`src/rtl/uart_tx_arbiter_if.sv`:
```
// Bus between N_REQ byte requesters and the UART transmitter arbiter.
// Requester side: i_req, i_data, i_last (flattened per requester).
// Transmitter side: i_txdone in, o_txstart/o_din out.
// Status: o_ack (byte consumed), o_grant (owner), o_busy.
interface uart_tx_arbiter_if #(
  parameter int unsigned NB_DATA = 8,
  parameter int unsigned N_REQ   = 4
);
  logic [N_REQ-1:0]         i_req;
  logic [N_REQ*NB_DATA-1:0] i_data;
  logic [N_REQ-1:0]         i_last;
  logic                     i_txdone;
  logic                     o_txstart;
  logic [NB_DATA-1:0]       o_din;
  logic [N_REQ-1:0]         o_ack;
  logic [N_REQ-1:0]         o_grant;
  logic                     o_busy;

  // Requesters and transmitter model drive the inputs, observe the outputs.
  modport master (
    output i_req, i_data, i_last, i_txdone,
    input  o_txstart, o_din, o_ack, o_grant, o_busy
  );

  // Arbiter side.
  modport slave (
    input  i_req, i_data, i_last, i_txdone,
    output o_txstart, o_din, o_ack, o_grant, o_busy
  );
endinterface

```
`src/rtl/uart_tx_arbiter.sv`:
```
// Round-robin arbiter feeding one UART transmitter from N_REQ requesters.
// A granted requester owns the transmitter until it sends a byte flagged
// last, or until it stalls for HOLD_TIMEOUT cycles between bytes.
// Ports:
//   i_clk    - system clock, rising edge
//   i_reset  - asynchronous active-high reset
//   bus      - uart_tx_arbiter_if.slave: requests/bytes in, start/byte/ack/
//              grant/busy out (all outputs registered)
module uart_tx_arbiter #(
  parameter int unsigned NB_DATA      = 8,
  parameter int unsigned N_REQ        = 4,
  parameter int unsigned HOLD_TIMEOUT = 1024
) (
  input  logic             i_clk,
  input  logic             i_reset,
  uart_tx_arbiter_if.slave bus
);

  localparam int unsigned OW = (N_REQ > 1) ? $clog2(N_REQ) : 1;
  localparam int unsigned CW = (HOLD_TIMEOUT > 1) ? $clog2(HOLD_TIMEOUT) : 1;
  localparam logic [OW-1:0] LAST_IDX = OW'(N_REQ - 1);
  localparam logic [CW-1:0] CNT_MAX  = CW'(HOLD_TIMEOUT - 1);

  typedef enum logic [1:0] {
    IDLE      = 2'd0,
    SEND      = 2'd1,
    WAIT_DONE = 2'd2,
    HOLD      = 2'd3
  } state_e;

  state_e               state_q, state_d;
  logic [OW-1:0]        owner_q, owner_d;
  logic [OW-1:0]        last_owner_q, last_owner_d;
  logic                 last_flag_q, last_flag_d;
  logic [CW-1:0]        cnt_q, cnt_d;
  logic [NB_DATA-1:0]   din_q, din_d;
  logic                 txstart_q, txstart_d;
  logic [N_REQ-1:0]     ack_q, ack_d;
  logic [N_REQ-1:0]     grant_q, grant_d;
  logic                 busy_q, busy_d;

  logic [OW-1:0]        cand;
  logic [OW-1:0]        pick_idx;
  logic                 pick_found;
  logic [OW-1:0]        cap_idx;
  logic [NB_DATA-1:0]   cap_data;
  logic                 cap_last;

  // Round-robin search starting just above the previous owner.
  always_comb begin
    cand       = '0;
    pick_idx   = '0;
    pick_found = 1'b0;
    for (int unsigned k = 0; k < N_REQ; k++) begin
      cand = OW'((32'(last_owner_q) + 32'd1 + k) % N_REQ);
      if (!pick_found && bus.i_req[cand]) begin
        pick_found = 1'b1;
        pick_idx   = cand;
      end
    end
  end

  // Byte/last of the requester being captured: new winner in IDLE, else owner.
  always_comb begin
    cap_idx  = (state_q == IDLE) ? pick_idx : owner_q;
    cap_data = '0;
    cap_last = 1'b0;
    for (int unsigned k = 0; k < N_REQ; k++) begin
      if (cap_idx == OW'(k)) begin
        cap_data = bus.i_data[k*NB_DATA +: NB_DATA];
        cap_last = bus.i_last[k];
      end
    end
  end

  // Next-state and registered-output logic.
  always_comb begin
    state_d      = state_q;
    owner_d      = owner_q;
    last_owner_d = last_owner_q;
    last_flag_d  = last_flag_q;
    cnt_d        = cnt_q;
    din_d        = din_q;

    case (state_q)
      IDLE: begin
        if (pick_found) begin
          owner_d     = pick_idx;
          din_d       = cap_data;
          last_flag_d = cap_last;
          state_d     = SEND;
        end
      end
      SEND: state_d = WAIT_DONE;
      WAIT_DONE: begin
        if (bus.i_txdone) begin
          if (last_flag_q) begin
            last_owner_d = owner_q;
            state_d      = IDLE;
          end else if (bus.i_req[owner_q]) begin
            din_d       = cap_data;
            last_flag_d = cap_last;
            state_d     = SEND;
          end else begin
            cnt_d   = '0;
            state_d = HOLD;
          end
        end
      end
      HOLD: begin
        if (bus.i_req[owner_q]) begin
          din_d       = cap_data;
          last_flag_d = cap_last;
          state_d     = SEND;
        end else if (cnt_q == CNT_MAX) begin
          last_owner_d = owner_q;
          state_d      = IDLE;
        end else begin
          cnt_d = cnt_q + CW'(1);
        end
      end
      default: state_d = IDLE;
    endcase

    // Outputs derived from the next state so they line up with it.
    txstart_d = (state_d == SEND);
    busy_d    = (state_d != IDLE);
    grant_d   = busy_d ? (N_REQ'(1) << owner_d) : '0;
    ack_d     = txstart_d ? (N_REQ'(1) << owner_d) : '0;
  end

  always_ff @(posedge i_clk or posedge i_reset) begin
    if (i_reset) begin
      state_q      <= IDLE;
      owner_q      <= '0;
      last_owner_q <= LAST_IDX;
      last_flag_q  <= 1'b0;
      cnt_q        <= '0;
      din_q        <= '0;
      txstart_q    <= 1'b0;
      ack_q        <= '0;
      grant_q      <= '0;
      busy_q       <= 1'b0;
    end else begin
      state_q      <= state_d;
      owner_q      <= owner_d;
      last_owner_q <= last_owner_d;
      last_flag_q  <= last_flag_d;
      cnt_q        <= cnt_d;
      din_q        <= din_d;
      txstart_q    <= txstart_d;
      ack_q        <= ack_d;
      grant_q      <= grant_d;
      busy_q       <= busy_d;
    end
  end

  assign bus.o_txstart = txstart_q;
  assign bus.o_din     = din_q;
  assign bus.o_ack     = ack_q;
  assign bus.o_grant   = grant_q;
  assign bus.o_busy    = busy_q;

endmodule
```
`src/flat_wrapper.sv`:
```
// flat-port wrapper written by rule: the top's interface ports become plain ports
module uart_tx_arbiter_flat 
#(
  parameter int unsigned NB_DATA      = 8,
  parameter int unsigned N_REQ        = 4,
  parameter int unsigned HOLD_TIMEOUT = 1024
)
  (i_clk, i_reset, bus_i_req, bus_i_data, bus_i_last, bus_i_txdone, bus_o_txstart, bus_o_din, bus_o_ack, bus_o_grant, bus_o_busy);
  uart_tx_arbiter_if #(.NB_DATA(NB_DATA), .N_REQ(N_REQ)) bus_i ();
  input  logic i_clk;
  input  logic i_reset;
  input wire logic [$bits(bus_i.i_req)-1:0] bus_i_req;
  input wire logic [$bits(bus_i.i_data)-1:0] bus_i_data;
  input wire logic [$bits(bus_i.i_last)-1:0] bus_i_last;
  input wire logic [$bits(bus_i.i_txdone)-1:0] bus_i_txdone;
  output wire logic [$bits(bus_i.o_txstart)-1:0] bus_o_txstart;
  output wire logic [$bits(bus_i.o_din)-1:0] bus_o_din;
  output wire logic [$bits(bus_i.o_ack)-1:0] bus_o_ack;
  output wire logic [$bits(bus_i.o_grant)-1:0] bus_o_grant;
  output wire logic [$bits(bus_i.o_busy)-1:0] bus_o_busy;
  assign bus_i.i_req = bus_i_req;
  assign bus_i.i_data = bus_i_data;
  assign bus_i.i_last = bus_i_last;
  assign bus_i.i_txdone = bus_i_txdone;
  assign bus_o_txstart = bus_i.o_txstart;
  assign bus_o_din = bus_i.o_din;
  assign bus_o_ack = bus_i.o_ack;
  assign bus_o_grant = bus_i.o_grant;
  assign bus_o_busy = bus_i.o_busy;
  uart_tx_arbiter #(.NB_DATA(NB_DATA), .N_REQ(N_REQ), .HOLD_TIMEOUT(HOLD_TIMEOUT)) u_core (.i_clk(i_clk), .i_reset(i_reset), .bus(bus_i));
endmodule
```
`config.mk`:
```
export PLATFORM = sky130hd
export DESIGN_NAME = uart_tx_arbiter_flat
export DESIGN_NICKNAME = d
export VERILOG_FILES = /design/src/rtl/uart_tx_arbiter_if.sv /design/src/rtl/uart_tx_arbiter.sv /design/src/flat_wrapper.sv
export SDC_FILE = /design/constraint.sdc
export NUM_CORES = 1
export LEC_CHECK = 0
export CORE_AREA = 2 2 62 64
export DETAILED_ROUTE_END_ITERATION = 10
export DIE_AREA = 0 0 64 66
export DONT_BUFFER_PORTS = 1
export PLACE_DENSITY = 0.84
export SYNTH_ARGS = -nofsm -noshare
export SYNTH_HDL_FRONTEND = slang
export SYNTH_SLANG_ARGS = --single-unit
```
`constraint.sdc`:
```
create_clock -name i_clk -period 2.3 [get_ports i_clk]
set_clock_uncertainty 0.15 [all_clocks]
set_input_delay 0.23 -clock i_clk [delete_from_list [all_inputs] [get_ports i_clk]]
set_output_delay 0.23 -clock i_clk [all_outputs]
set_load 0.02 [all_outputs]
```
==> results of run 1 <==
## flip-flops by register name (all words and copies together), names as in the netlist
name / flops
u_core.bus.o_txstart: 1
u_core.cnt_q: 10
u_core.bus.o_busy: 1
u_core.bus.o_grant: 4
u_core.last_owner_q: 2
u_core.bus.o_din: 8
u_core.bus.o_ack: 4
u_core.owner_q: 2
u_core.last_flag_q: 1
u_core.state_q: 2
## cells by family (layout without fill, tap and decap cells)
logic type	count (synthesis)	in the layout	synth area share
AOI/OAI and AO/OA	77	77	0.280
adders and majority gates	1	1	0.00598
and+or+nand+nor	76	76	0.175
buffers and inverters	25	50	0.0502
muxes	13	13	0.0693
DFF	35	35	0.420
## metrics by stage
| step | power (uW) | instance area, um2 | utilization | setup TNS [ns] |
|---|---|---|---|---|
| 2_1_floorplan | 2300 | 2090 | - | 0 |
| 3_3_place_gp | 2620 | 2200 | 0.620 | 0 |
| 3_5_place_dp | 2660 | 2200 | 0.620 | 0 |
| 4_1_cts | 3240 | 2410 | 0.678 | 0 |
| 5_1_grt | 3510 | 2470 | 0.695 | -0.0242 |
| 6_report | 3280 | 2470 | 0.695 | 0 |
## power by group
group / internal (uW) / leakage, uW / switching, uW
combinational: 626 / 0.000530 / 934
clock: 338 / 0.0000514 / 215
sequential: 845 / 0.000437 / 325
## cell type report
cell class / instances / area (um2) / area share
clock inverters: 3 / 67.6 / 0.0274
multi-input cells: 167 / 1130 / 0.456
inverters: 15 / 60.1 / 0.0243
clock buffers: 5 / 37.5 / 0.0152
well taps: 48 / 60.1 / 0.0243
repair buffers: 27 / 238 / 0.0963
flip-flops and latches: 35 / 878 / 0.356
## synthesized netlist by cell type, drive strengths merged, types with 6 or more instances
| library cell | instances | area [um2] |
|---|---|---|
| nand2 | 19 | 71.3 |
| inv | 14 | 52.6 |
| a2111oi | 9 | 78.8 |
| dfrtp | 33 | 826 |
| nor2 | 24 | 90.1 |
| mux2i | 10 | 100 |
| a21oi | 6 | 33.8 |
| a211oi | 14 | 105 |
| clkbuf | 6 | 22.5 |
| o21ai | 22 | 110 |
| nor3 | 8 | 40.0 |
## path summary, 6_finish.rpt
check                                 from                     end  slack [ns]
hold reg to reg            u_core.cnt_q[1]         u_core.cnt_q[1]        0.38
setup / recovery           u_core.cnt_q[0]         u_core.cnt_q[9]        0.13
max in group asynchronous          i_reset  u_core.last_owner_q[1]        1.38
min in group asynchronous          i_reset    u_core.bus.o_txstart        0.26
setup reg to reg           u_core.cnt_q[0]         u_core.cnt_q[9]        0.13
hold / removal               bus_i_last[3]      u_core.last_flag_q       0.007
## per-layer routing
metal	track usage	up-vias	routed length (um)
li1	-	892	-
met1	0.320	921	2170
met2	0.422	51	2580
met3	0.0630	9	235
met4	0.0679	0	62
met5	0	-	0
## repair_timing
| action | CTS | global route |
|---|---|---|
| gates resized for setup | 0 | 6 |
| hold buffers | 10 | 4 |
| endpoints found under the hold margin | 38 | 2 |
| endpoints found under the setup margin | 0 | 19 |
==> summary by stage, run 1 <==
GRT
After global routing the overflow that remains totals 0. The via count of the first global-routing pass was 1778. The maximum number of pins on one net before global-route repair is 36. The wire length of the first global-routing pass is 8.15 mm. For this run, the total global-route usage over all layers was measured as 0.250.

The initial antenna violation count was 0.

Critical path
The critical path goes through ha_1 -> nand3_1 -> nor3_2 -> a311o_1 -> buf_4 -> o21ai_0 -> a32o_1. The arrival time reported for the critical path endpoint is 2.25 ns. The number of cell instances on the worst register-to-register path is 7.

The type of the worst setup path is flop to flop. Among all stages on the critical path, the largest delay is contributed by sky130_fd_sc_hd__dfrtp_1. The data required time of the worst path is 2.39 ns. The critical path runs through a total of 7 cells. The cell class contributing the biggest share of worst-path delay is compound AO/OA/AOI/OAI gates. STA classifies the critical path startpoint as a flop. The kind of end point of the critical path is a flop. Together, buffers and inverters on the worst path number 1. Along the worst path, the maximum fanout reaches 12. The biggest cell delay along the critical path is 0.42 ns.

Clocking
The tree built by TritonCTS fans out to 35 sinks. The total clock buffers created by CTS is 5. The clock passes through at most 2 buffers.

After clock tree synthesis, the clock-pin slew on the worst setup and hold paths is 0.12 ns. Once the clock tree was built, the setup fixing pass inserted 0 buffers. The clock reaches the later pin of the worst-skew pair after 0.34 ns. The H-tree generated during clock tree synthesis spans 2 levels.

The tree is rooted in a sky130_fd_sc_hd__clkbuf_4. TritonCTS built the clock tree.

Synth
The area of the mapped netlist is 2090 um2. The dominant register cell in the synthesized netlist is sky130_fd_sc_hd__dfrtp_1. The synthesized design contains 0 enable-type register cells. Yosys printed 0 warnings. After technology mapping, the gate count stands at 227. When the netlist entered floorplanning its net count stood at 271. Synthesis inferred 35 register bits. The average instance in the mapped netlist occupies 9.22 um2. The sequential area share after synthesis is 0.420. The post-synthesis async set-or-reset flop share is 1.00. The number of distinct standard cells referenced by the synthesized netlist is 46.

Drt
In this run the remaining antenna-violating nets after routing total 0. The number of DRC violations after detailed routing is 0. The total detailed-routing wirelength is 5.05 mm. For this block, the initial DRC count from the detailed router was 105. The number of vias per cell is 6.24. The routed layout has 1873 vias. The average wire length per cell after detail routing is 16.8 um. The pre-antenna-repair detailed-routing pass consisted of 4 iterations.

Final layout
In the layout the commonest cells are 33 x sky130_fd_sc_hd__dfrtp_1, 24 x sky130_fd_sc_hd__nor2_1, 20 x sky130_fd_sc_hd__o21ai_0. Relative to the synthesized area, the layout overhead comes to 17.9%. After the flow finishes, the layout carries non-filler instances totaling 300.

The share of post-route cells with drive strength above 1 is 0.155. Fill cells in the final layout number 261. At the end of the flow, the number of nets in the layout was 295.

The number of diodes added for antenna fixing is 0. Leaving out fill and tap cells, the most frequent cell in the layout is sky130_fd_sc_hd__dfrtp_1.

Timing
The final count of hold timing violations was 0. The setup slack of the critical path after layout is 0.133 ns. Measured against its own limit, the worst slew margin works out to 0.656. The number of pins with negative max-slew slack in the final report was 0.

Setup violations remaining at the end of the flow were counted as 0. The worst-case hold slack is 0.00650 ns. The achievable clock frequency is 462 MHz.

The part of the cycle the worst path needs is 0.942. The final critical delay including setup and external delays is 2.17 ns. The worst-margin pin slew is 0.511 ns.

Die
The full die area is 4220 um2. The floorplan step set the die width to 64 um. The placeable core region is 3550 um2. The floorplan has 22 rows.

The vertical die dimension is 66 um. The initial utilization of the core area, before any placement, comes to 0.589. For this design the top-level I/O count stands at 61.

Hold path
The worst hold path passes through 2 cells. The worst min-delay path class is primary input to flop.

Power
The power density relative to cell area is 1330 nW/um2. The worst ir drop on vdd is 929 uV. In this run the static leakage power is 0.00102 uW.

Place
The half-perimeter wire length of the detailed placement result is 3.43 mm. Before CTS, the worst setup slack after placement is 0.0562 ns. Including well taps, the total number of placed cells is 278. The final estimated routing congestion in global placement is 0.859. Input and output buffers added on the ports amount to 0.

Job
The reported max-cap violation count is 0.

Outcome
The flow ran to the end, and the final reports show no timing, DRC or antenna violations.
No activity file was read; power rests on OpenSTA's default activity.
==> run 2, diff against run 1 <==
Settings changed: CELL_PAD_IN_SITES_DETAIL_PLACEMENT set to 1, CELL_PAD_IN_SITES_GLOBAL_PLACEMENT set to 2, CORE_AREA 2 2 62 64 to 2 2 79 81, DIE_AREA 0 0 64 66 to 0 0 81 83, GPL_TIMING_DRIVEN set to 1, PLACE_DENSITY 0.84 to 0.85, SKIP_CTS_REPAIR_TIMING set to 1.
==> run 2 against run 1 <==
Against the previous run:
- core utilization fell by 29 points
- register-to-register slack got worse by 0.02 ns
- flip-flop and latch count did not move
- die area rose by 59%
- sequential share of layout area rose by 1.3 points
- largest cell class unchanged
==> summary by stage, run 2 (synthesis gave the netlist of run 1 again) <==
Outcome
Run status: completed (unchanged).

Critical path
Critical path cell sequence: nand2b_1 -> a32oi_1 -> buf_4 -> a21o_4 -> a2111oi_0 -> a211oi_1 (was ha_1 -> nand3_1 -> nor3_2 -> a311o_1 -> buf_4 -> o21ai_0 -> a32o_1). The buffers plus inverters on the worst setup path is 1 (unchanged). The reg-to-reg critical path startpoint is u_core.last_owner_q[0] (was u_core.cnt_q[0]). The type of origin of the critical path is a flop (unchanged). The source of the critical timing path was u_core.last_owner_q[0] (was u_core.cnt_q[0]). The cell class contributing the biggest share of worst-path delay was compound AO/OA/AOI/OAI gates (unchanged). The maximum fanout along the worst path came to 17 (was 12).

The data required time of the worst path is 2.30 ns (was 2.39 ns). The worst reg2reg path endpoint is u_core.bus.o_din[6] (was u_core.cnt_q[9]). The slowest cell on the critical path is sky130_fd_sc_hd__dfstp_2 (was sky130_fd_sc_hd__dfrtp_1).

The arrival time reported for the critical path endpoint came to 2.19 ns (was 2.25 ns). The minimum setup slack among reg-to-reg paths is 0.11 ns (was 0.13 ns). The kind of end point of the critical path is a flop (unchanged). The biggest cell delay along the critical path is 0.59 ns (was 0.42 ns). The type of the worst setup path was flop to flop (unchanged). The number of cell instances on the worst register-to-register path is 6 (was 7).

GRT
The via count of the first global-routing pass was 1918 (was 1778). The total congestion overflow after global routing is 0 (unchanged). The wire length of the first global-routing pass is 9.75 mm (was 8.15 mm). The initial antenna violation count is 0 (unchanged). The total global routing track utilization is 0.183 (was 0.250). The maximum number of pins on one net before global-route repair came to 36 (unchanged).

Drt
The number of nets with antenna violations after routing is 0 (unchanged). The total detailed-routing wirelength is 5.67 mm (was 5.05 mm). The DRC violation total after the first TritonRoute iteration is 105 (unchanged). The number of DRC violations after detailed routing is 0 (unchanged).

The number of optimization iterations in the first detailed-route pass is 4 (unchanged). The average wire length per cell after detail routing is 17.8 um (was 16.8 um). The number of vias after detailed routing is 1834 (was 1873). The number of vias per cell was 5.77 (was 6.24).

Hold path
The startpoint of the lowest-slack hold path is bus_i_data[15] (was bus_i_last[3]). The worst min-delay path class was primary input to flop (unchanged). The number of stages on the worst hold path is 2 (unchanged).

The worst-case hold path end point is u_core.bus.o_din[7] (was u_core.last_flag_q).

Place
The post-place instance area is 2270 um2 (was 2200 um2). The placement-stage worst setup slack was -0.00213 ns (was 0.0562 ns). The final estimated routing congestion in global placement is 0.822 (was 0.859).

The half-perimeter wire length of the detailed placement result came to 4.22 mm (was 3.43 mm). The count of port buffers added during placement is 0 (unchanged). The number of cells in the design after placement is 309 (was 278).

Final layout
The share of post-route cells with drive strength above 1 is 0.181 (was 0.155). The register name with the most flops is u_core.cnt_q (unchanged). The area growth from synthesis to final layout is 13.6% (was 17.9%). The number of diodes added for antenna fixing is 0 (unchanged). The post-layout net count is 286 (was 295). The commonest non-fill, non-tap cell in the layout was sky130_fd_sc_hd__dfrtp_1 (unchanged). The total non-filler cell area in the finished layout is 2380 um2 (was 2470 um2).

The count of placed standard cells in the final layout, fillers left out came to 318 (was 300). The number of flip-flops in the largest register is 10 (unchanged). The final core area utilization is 0.409 (was 0.695). Commonest non-fill, non-tap cells in the layout: 33 x sky130_fd_sc_hd__dfrtp_1, 23 x sky130_fd_sc_hd__nor2_1, 20 x sky130_fd_sc_hd__o21ai_0 (was 33 x sky130_fd_sc_hd__dfrtp_1, 24 x sky130_fd_sc_hd__nor2_1, 20 x sky130_fd_sc_hd__o21ai_0).

Die
The site row count came to 28 (was 22). The overall die width came to 81 um (was 64 um). The effective utilization at floorplan was 0.360 (was 0.589). The vertical die dimension is 83 um (was 66 um). The full die area came to 6720 um2 (was 4220 um2). The number of placed I/O pins is 61 (unchanged). The placeable core region came to 5820 um2 (was 3550 um2).

Clocking
The maximum buffer depth of the clock tree is 2 (unchanged). The clock root buffer master is sky130_fd_sc_hd__clkbuf_8 (was sky130_fd_sc_hd__clkbuf_4). The latest clock arrival within the worst-skew pair was 0.29 ns (was 0.34 ns).

The post-CTS clock slew at the launch and capture registers of the worst setup and hold paths is 0.08 ns (was 0.12 ns). The level count of the clock H-tree is 2 (unchanged). The clock net sink count is 35 (unchanged). The clock tree from TritonCTS is done (unchanged).

The total clock buffers created by CTS is 5 (unchanged).

Power
The final total power is 3230 uW (was 3280 uW). The worst ir drop on vdd is 622 uV (was 929 uV). The leakage power summed over all cells is 0.000981 uW (was 0.00102 uW).

The power density relative to cell area is 1360 nW/um2 (was 1330 nW/um2).

Timing
The final count of hold timing violations is 0 (unchanged). The setup slack of the critical path after layout is 0.109 ns (was 0.133 ns). The worst-margin pin slew is 0.523 ns (was 0.511 ns). The setup-violating endpoint count in the final report is 0 (unchanged). The final critical delay including setup and external delays is 2.19 ns (was 2.17 ns). The worst relative slew slack is 0.651 (was 0.656). The achievable clock frequency is 456 MHz (was 462 MHz).

The number of pins with negative max-slew slack in the final report is 0 (unchanged). Setup repair after global routing left no endpoint under its margin. The part of the cycle the worst path needs is 0.953 (was 0.942).

Job
The reported max-cap violation count is 0 (unchanged).
[run 2: cell count changes in the layout (fill, tap and decap cells not counted), sizes merged]
cell | previous run | this run
clkinvlp | 2 | 1
buf | 13 | 17
clkinv | 0 | 3
dlygate4sd3 | 14 | 1
bufinv | 2 | 0
[run 2: through the flow]
step                      hold WS (ns)   TNS, ns
after floorplan                  0.233         0
after global placement           0.104         0
after detailed placement         0.108  -0.00213
after CTS                       -0.207  -0.00460
after global routing            0.0198         0
final                           0.0166         0
[run 2: how the worst max path moves through the flow]
| stage | slack [ns] | cells past startpoint | end |
|---|---|---|---|
| 6_report | 0.11 | 6 | u_core.bus.o_din[6] |
| 3_3_place_gp | 0.10 | 5 | u_core.bus.o_din[3] |
| 4_1_cts | -0.005 | 5 | u_core.bus.o_din[4] |
| 3_5_place_dp | -0.002 | 5 | u_core.bus.o_din[4] |
| 2_1_floorplan | 0.17 | 7 | u_core.last_flag_q |
| 5_1_grt | 0.009 | 5 | u_core.bus.o_din[5] |
[run 2: report_power, final]
part           internal [uW]  total (uW)  switching [uW]
sequential               846        1190             340
clock                    208         451             243
combinational            646        1590             949
[run 2: final cells by class]
cell class	count	area [um2]
clock buffer	5	68.8
clock inverter	3	15.0
fill	717	3440
inverter	15	60.1
multi-input combinational	167	1120
sequential	35	878
tap	75	93.8
timing repair buffer	18	138
[run 2: layer usage]
layer | vias to the layer above | global-route usage | part of all wire
met1 | 904 | 0.252 | 0.46
met5 | - | 0 | 0
li1 | 875 | - | -
met3 | 10 | 0.0446 | 0.052
met4 | 0 | 0.0570 | 0.017
met2 | 45 | 0.281 | 0.47
[run 2: worst reg2reg max path, delay by kind of cell (launching register included)]
| family | cells | cell delay (ns) |
|---|---|---|
| simple gates | 1 | 0.12 |
| compound gates | 4 | 1.00 |
| buf+inv | 1 | 0.19 |
| flops | 1 | 0.59 |
==> run 3, diff against run 2 <==
Settings changed: PLACE_DENSITY 0.85 to 0.8.
==> run 3 against run 2 <==
Against the previous run:
- first-iteration DRC count decreased by 19%
- clock power increased by 49%
- register-to-register slack about the same
- total power increased by 12%
- design area increased by 4.6%
- sequential power about the same
- critical path depth unchanged
- cell count increased by 1.9%
- setup slack improved by 0.0094 ns
- global-route usage decreased by 0.10 points
- die area unchanged
- critical path type unchanged
==> summary by stage, run 3 (synthesis gave the netlist of run 1 again) <==
Outcome
Run status: completed (unchanged).

Final layout
The register name with the most flops is u_core.cnt_q (unchanged). Commonest non-fill, non-tap cells in the layout: 33 x sky130_fd_sc_hd__dfrtp_1, 24 x sky130_fd_sc_hd__nor2_1, 22 x sky130_fd_sc_hd__buf_4 (was 33 x sky130_fd_sc_hd__dfrtp_1, 23 x sky130_fd_sc_hd__nor2_1, 20 x sky130_fd_sc_hd__o21ai_0). The share of post-route cells with drive strength above 1 is 0.189 (was 0.181). The number of diodes added for antenna fixing is 0 (unchanged). The post-layout net count is 292 (was 286). The area growth from synthesis to final layout is 18.8% (was 13.6%). The number of fill cells in the layout is 701 (was 717).

The number of flip-flops in the largest register is 10 (unchanged). The commonest non-fill, non-tap cell in the layout was sky130_fd_sc_hd__dfrtp_1 (unchanged). The total non-filler cell area in the finished layout is 2490 um2 (was 2380 um2). The footprint of the multi-input gates is 1120 um2 (about the same). The sequential cell area is 878 um2 (unchanged).

GRT
The via count of the first global-routing pass came to 1944 (was 1918). The initial antenna violation count was 0 (unchanged). The wire length of the first global-routing pass is 9.66 mm (was 9.75 mm). The total global routing track utilization came to 0.182 (was 0.183). The total congestion overflow after global routing is 0 (unchanged). The maximum number of pins on one net before global-route repair is 36 (unchanged).

Power
The proportion of power drawn by flip-flops and latches was 0.324 (was 0.367). The combinational share of power was 0.490 (was 0.494). The power density relative to cell area is 1450 nW/um2 (was 1360 nW/um2).

The internal power came to 2030 uW (was 1700 uW). The worst ir drop on vdd is 573 uV (was 622 uV). The relative contribution of the clock network to total power came to 0.187 (was 0.140). The switching power of the nets came to 1570 uW (was 1530 uW). The leakage power summed over all cells is 0.00103 uW (was 0.000981 uW). The switching share of total power is 0.437 (was 0.474).

Critical path
The maximum fanout along the worst path is 14 (was 17). The arrival time reported for the critical path endpoint came to 2.19 ns (about the same). The type of the worst setup path is flop to flop (unchanged). The type of origin of the critical path is a flop (unchanged).

The kind of end point of the critical path is a flop (unchanged). The data required time of the worst path is 2.30 ns (about the same).

Timing
The part of the cycle the worst path needs is 0.949 (was 0.953). The setup slack of the critical path after layout is 0.118 ns (was 0.109 ns). Setup repair after global routing missed its margin: no (unchanged). The final count of hold timing violations is 0 (unchanged). The worst-margin pin slew is 0.479 ns (was 0.523 ns). The achievable clock frequency came to 458 MHz (was 456 MHz). The worst relative slew slack is 0.672 (was 0.651). The number of pins with negative max-slew slack in the final report is 0 (unchanged). The final critical delay including setup and external delays was 2.18 ns (was 2.19 ns).

The worst-case hold slack came to 0.0121 ns (was 0.0166 ns). The setup-violating endpoint count in the final report came to 0 (unchanged).

Clocking
The level count of the clock H-tree came to 2 (unchanged). The maximum buffer depth of the clock tree is 2 (unchanged). The clock tree from TritonCTS is done (unchanged).

The post-CTS clock slew at the launch and capture registers of the worst setup and hold paths is 0.08 ns (about the same). The clock root buffer master is sky130_fd_sc_hd__clkbuf_8 (unchanged). The latest clock arrival within the worst-skew pair is 0.29 ns (about the same). The clock net sink count is 35 (unchanged). The total clock buffers created by CTS came to 5 (unchanged).

Drt
The number of vias after detailed routing is 1862 (was 1834). The number of DRC violations after detailed routing came to 0 (unchanged). The DRC violation total after the first TritonRoute iteration was 85 (was 105). The number of optimization iterations in the first detailed-route pass is 4 (unchanged). The number of nets with antenna violations after routing is 0 (unchanged). The number of vias per cell is 5.75 (was 5.77). The average wire length per cell after detail routing came to 17.8 um (about the same).

The total detailed-routing wirelength is 5.77 mm (was 5.67 mm).

Die
The effective utilization at floorplan is 0.360 (unchanged). The placeable core region is 5820 um2 (unchanged). The number of placed I/O pins came to 61 (unchanged).

The overall die width is 81 um (unchanged). The site row count was 28 (unchanged). The vertical die dimension is 83 um (unchanged). The full die area is 6720 um2 (unchanged).

Place
The final estimated routing congestion in global placement is 0.796 (was 0.822). The post-place instance area is 2310 um2 (was 2270 um2). The placement-stage worst setup slack is -0.0314 ns (was -0.00213 ns).

The count of port buffers added during placement is 0 (unchanged). The half-perimeter wire length of the detailed placement result is 4.31 mm (was 4.22 mm).

Job
The reported max-cap violation count is 0 (unchanged).

Hold path
The worst min-delay path class is primary input to flop (unchanged).
## run 3: changes by cell type in the layout (fill, tap and decap cells not counted), sizes merged
cell / before / now
buf: 17 / 23
clkinv: 3 / 0
clkinvlp: 1 / 2
bufinv: 0 / 2
## run 3: layer usage
layer	GRT usage	vias to the layer above	wire length, um	share of wire
met5	0	-	0	0
met4	0.0370	0	49	0.0085
met2	0.282	48	2670	0.46
li1	-	881	-	-
met1	0.240	928	2670	0.46
met3	0.0696	5	378	0.065
## run 3: worst max-delay path, cell delays in order, from the launching register on
cell and delay (ns):
sky130_fd_sc_hd__dfstp_2 0.62, sky130_fd_sc_hd__a311oi_4 0.11, sky130_fd_sc_hd__buf_4 0.18, sky130_fd_sc_hd__a21o_4 0.24, sky130_fd_sc_hd__buf_12 0.15, sky130_fd_sc_hd__a2111oi_0 0.50
sky130_fd_sc_hd__a211oi_1 0.09
## run 3: power groups by stage
stage | Clock, uW | Combinational [uW] | Sequential (uW)
after floorplan | 0 | 1180 | 1120
after detailed placement | 0 | 1710 | 1180
final | 673 | 1770 | 1170
after global placement | 0 | 1670 | 1180
after CTS | 695 | 1720 | 1170
after global routing | 725 | 1970 | 1200
## run 3: per-stage QoR
stage / cells / total power [uW] / setup TNS (ns) / util
detailed placement: 313 / 2890 / -0.121 / 0.397
global route: 324 / 3900 / 0 / 0.428
global placement: 313 / 2850 / 0 / 0.397
CTS: 321 / 3590 / -0.332 / 0.420
finish: 324 / 3610 / 0 / 0.428
floorplan: 227 / 2300 / 0 / -
## run 3: layout make-up
class / instances / area share
clock buffers: 5 / 0.0277
multi-input cells: 167 / 0.452
repair buffers: 24 / 0.0785
flip-flops and latches: 35 / 0.353
clock inverters: 3 / 0.0272
inverters: 15 / 0.0241
well taps: 75 / 0.0377
## run 3: path summary, 6_finish.rpt
| kind | start | endpoint | slack [ns] | cells past startpoint |
|---|---|---|---|---|
| min in group asynchronous | i_reset | u_core.cnt_q[2] | 0.34 | 3 |
| max in group asynchronous | i_reset | u_core.last_owner_q[1] | 1.31 | 3 |
| min reg2reg | u_core.cnt_q[0] | u_core.cnt_q[0] | 0.36 | 1 |
| min | bus_i_data[11] | u_core.bus.o_din[3] | 0.01 | 2 |
| max | u_core.last_owner_q[1] | u_core.bus.o_din[7] | 0.12 | 6 |
| max reg2reg | u_core.last_owner_q[1] | u_core.bus.o_din[7] | 0.12 | 6 |
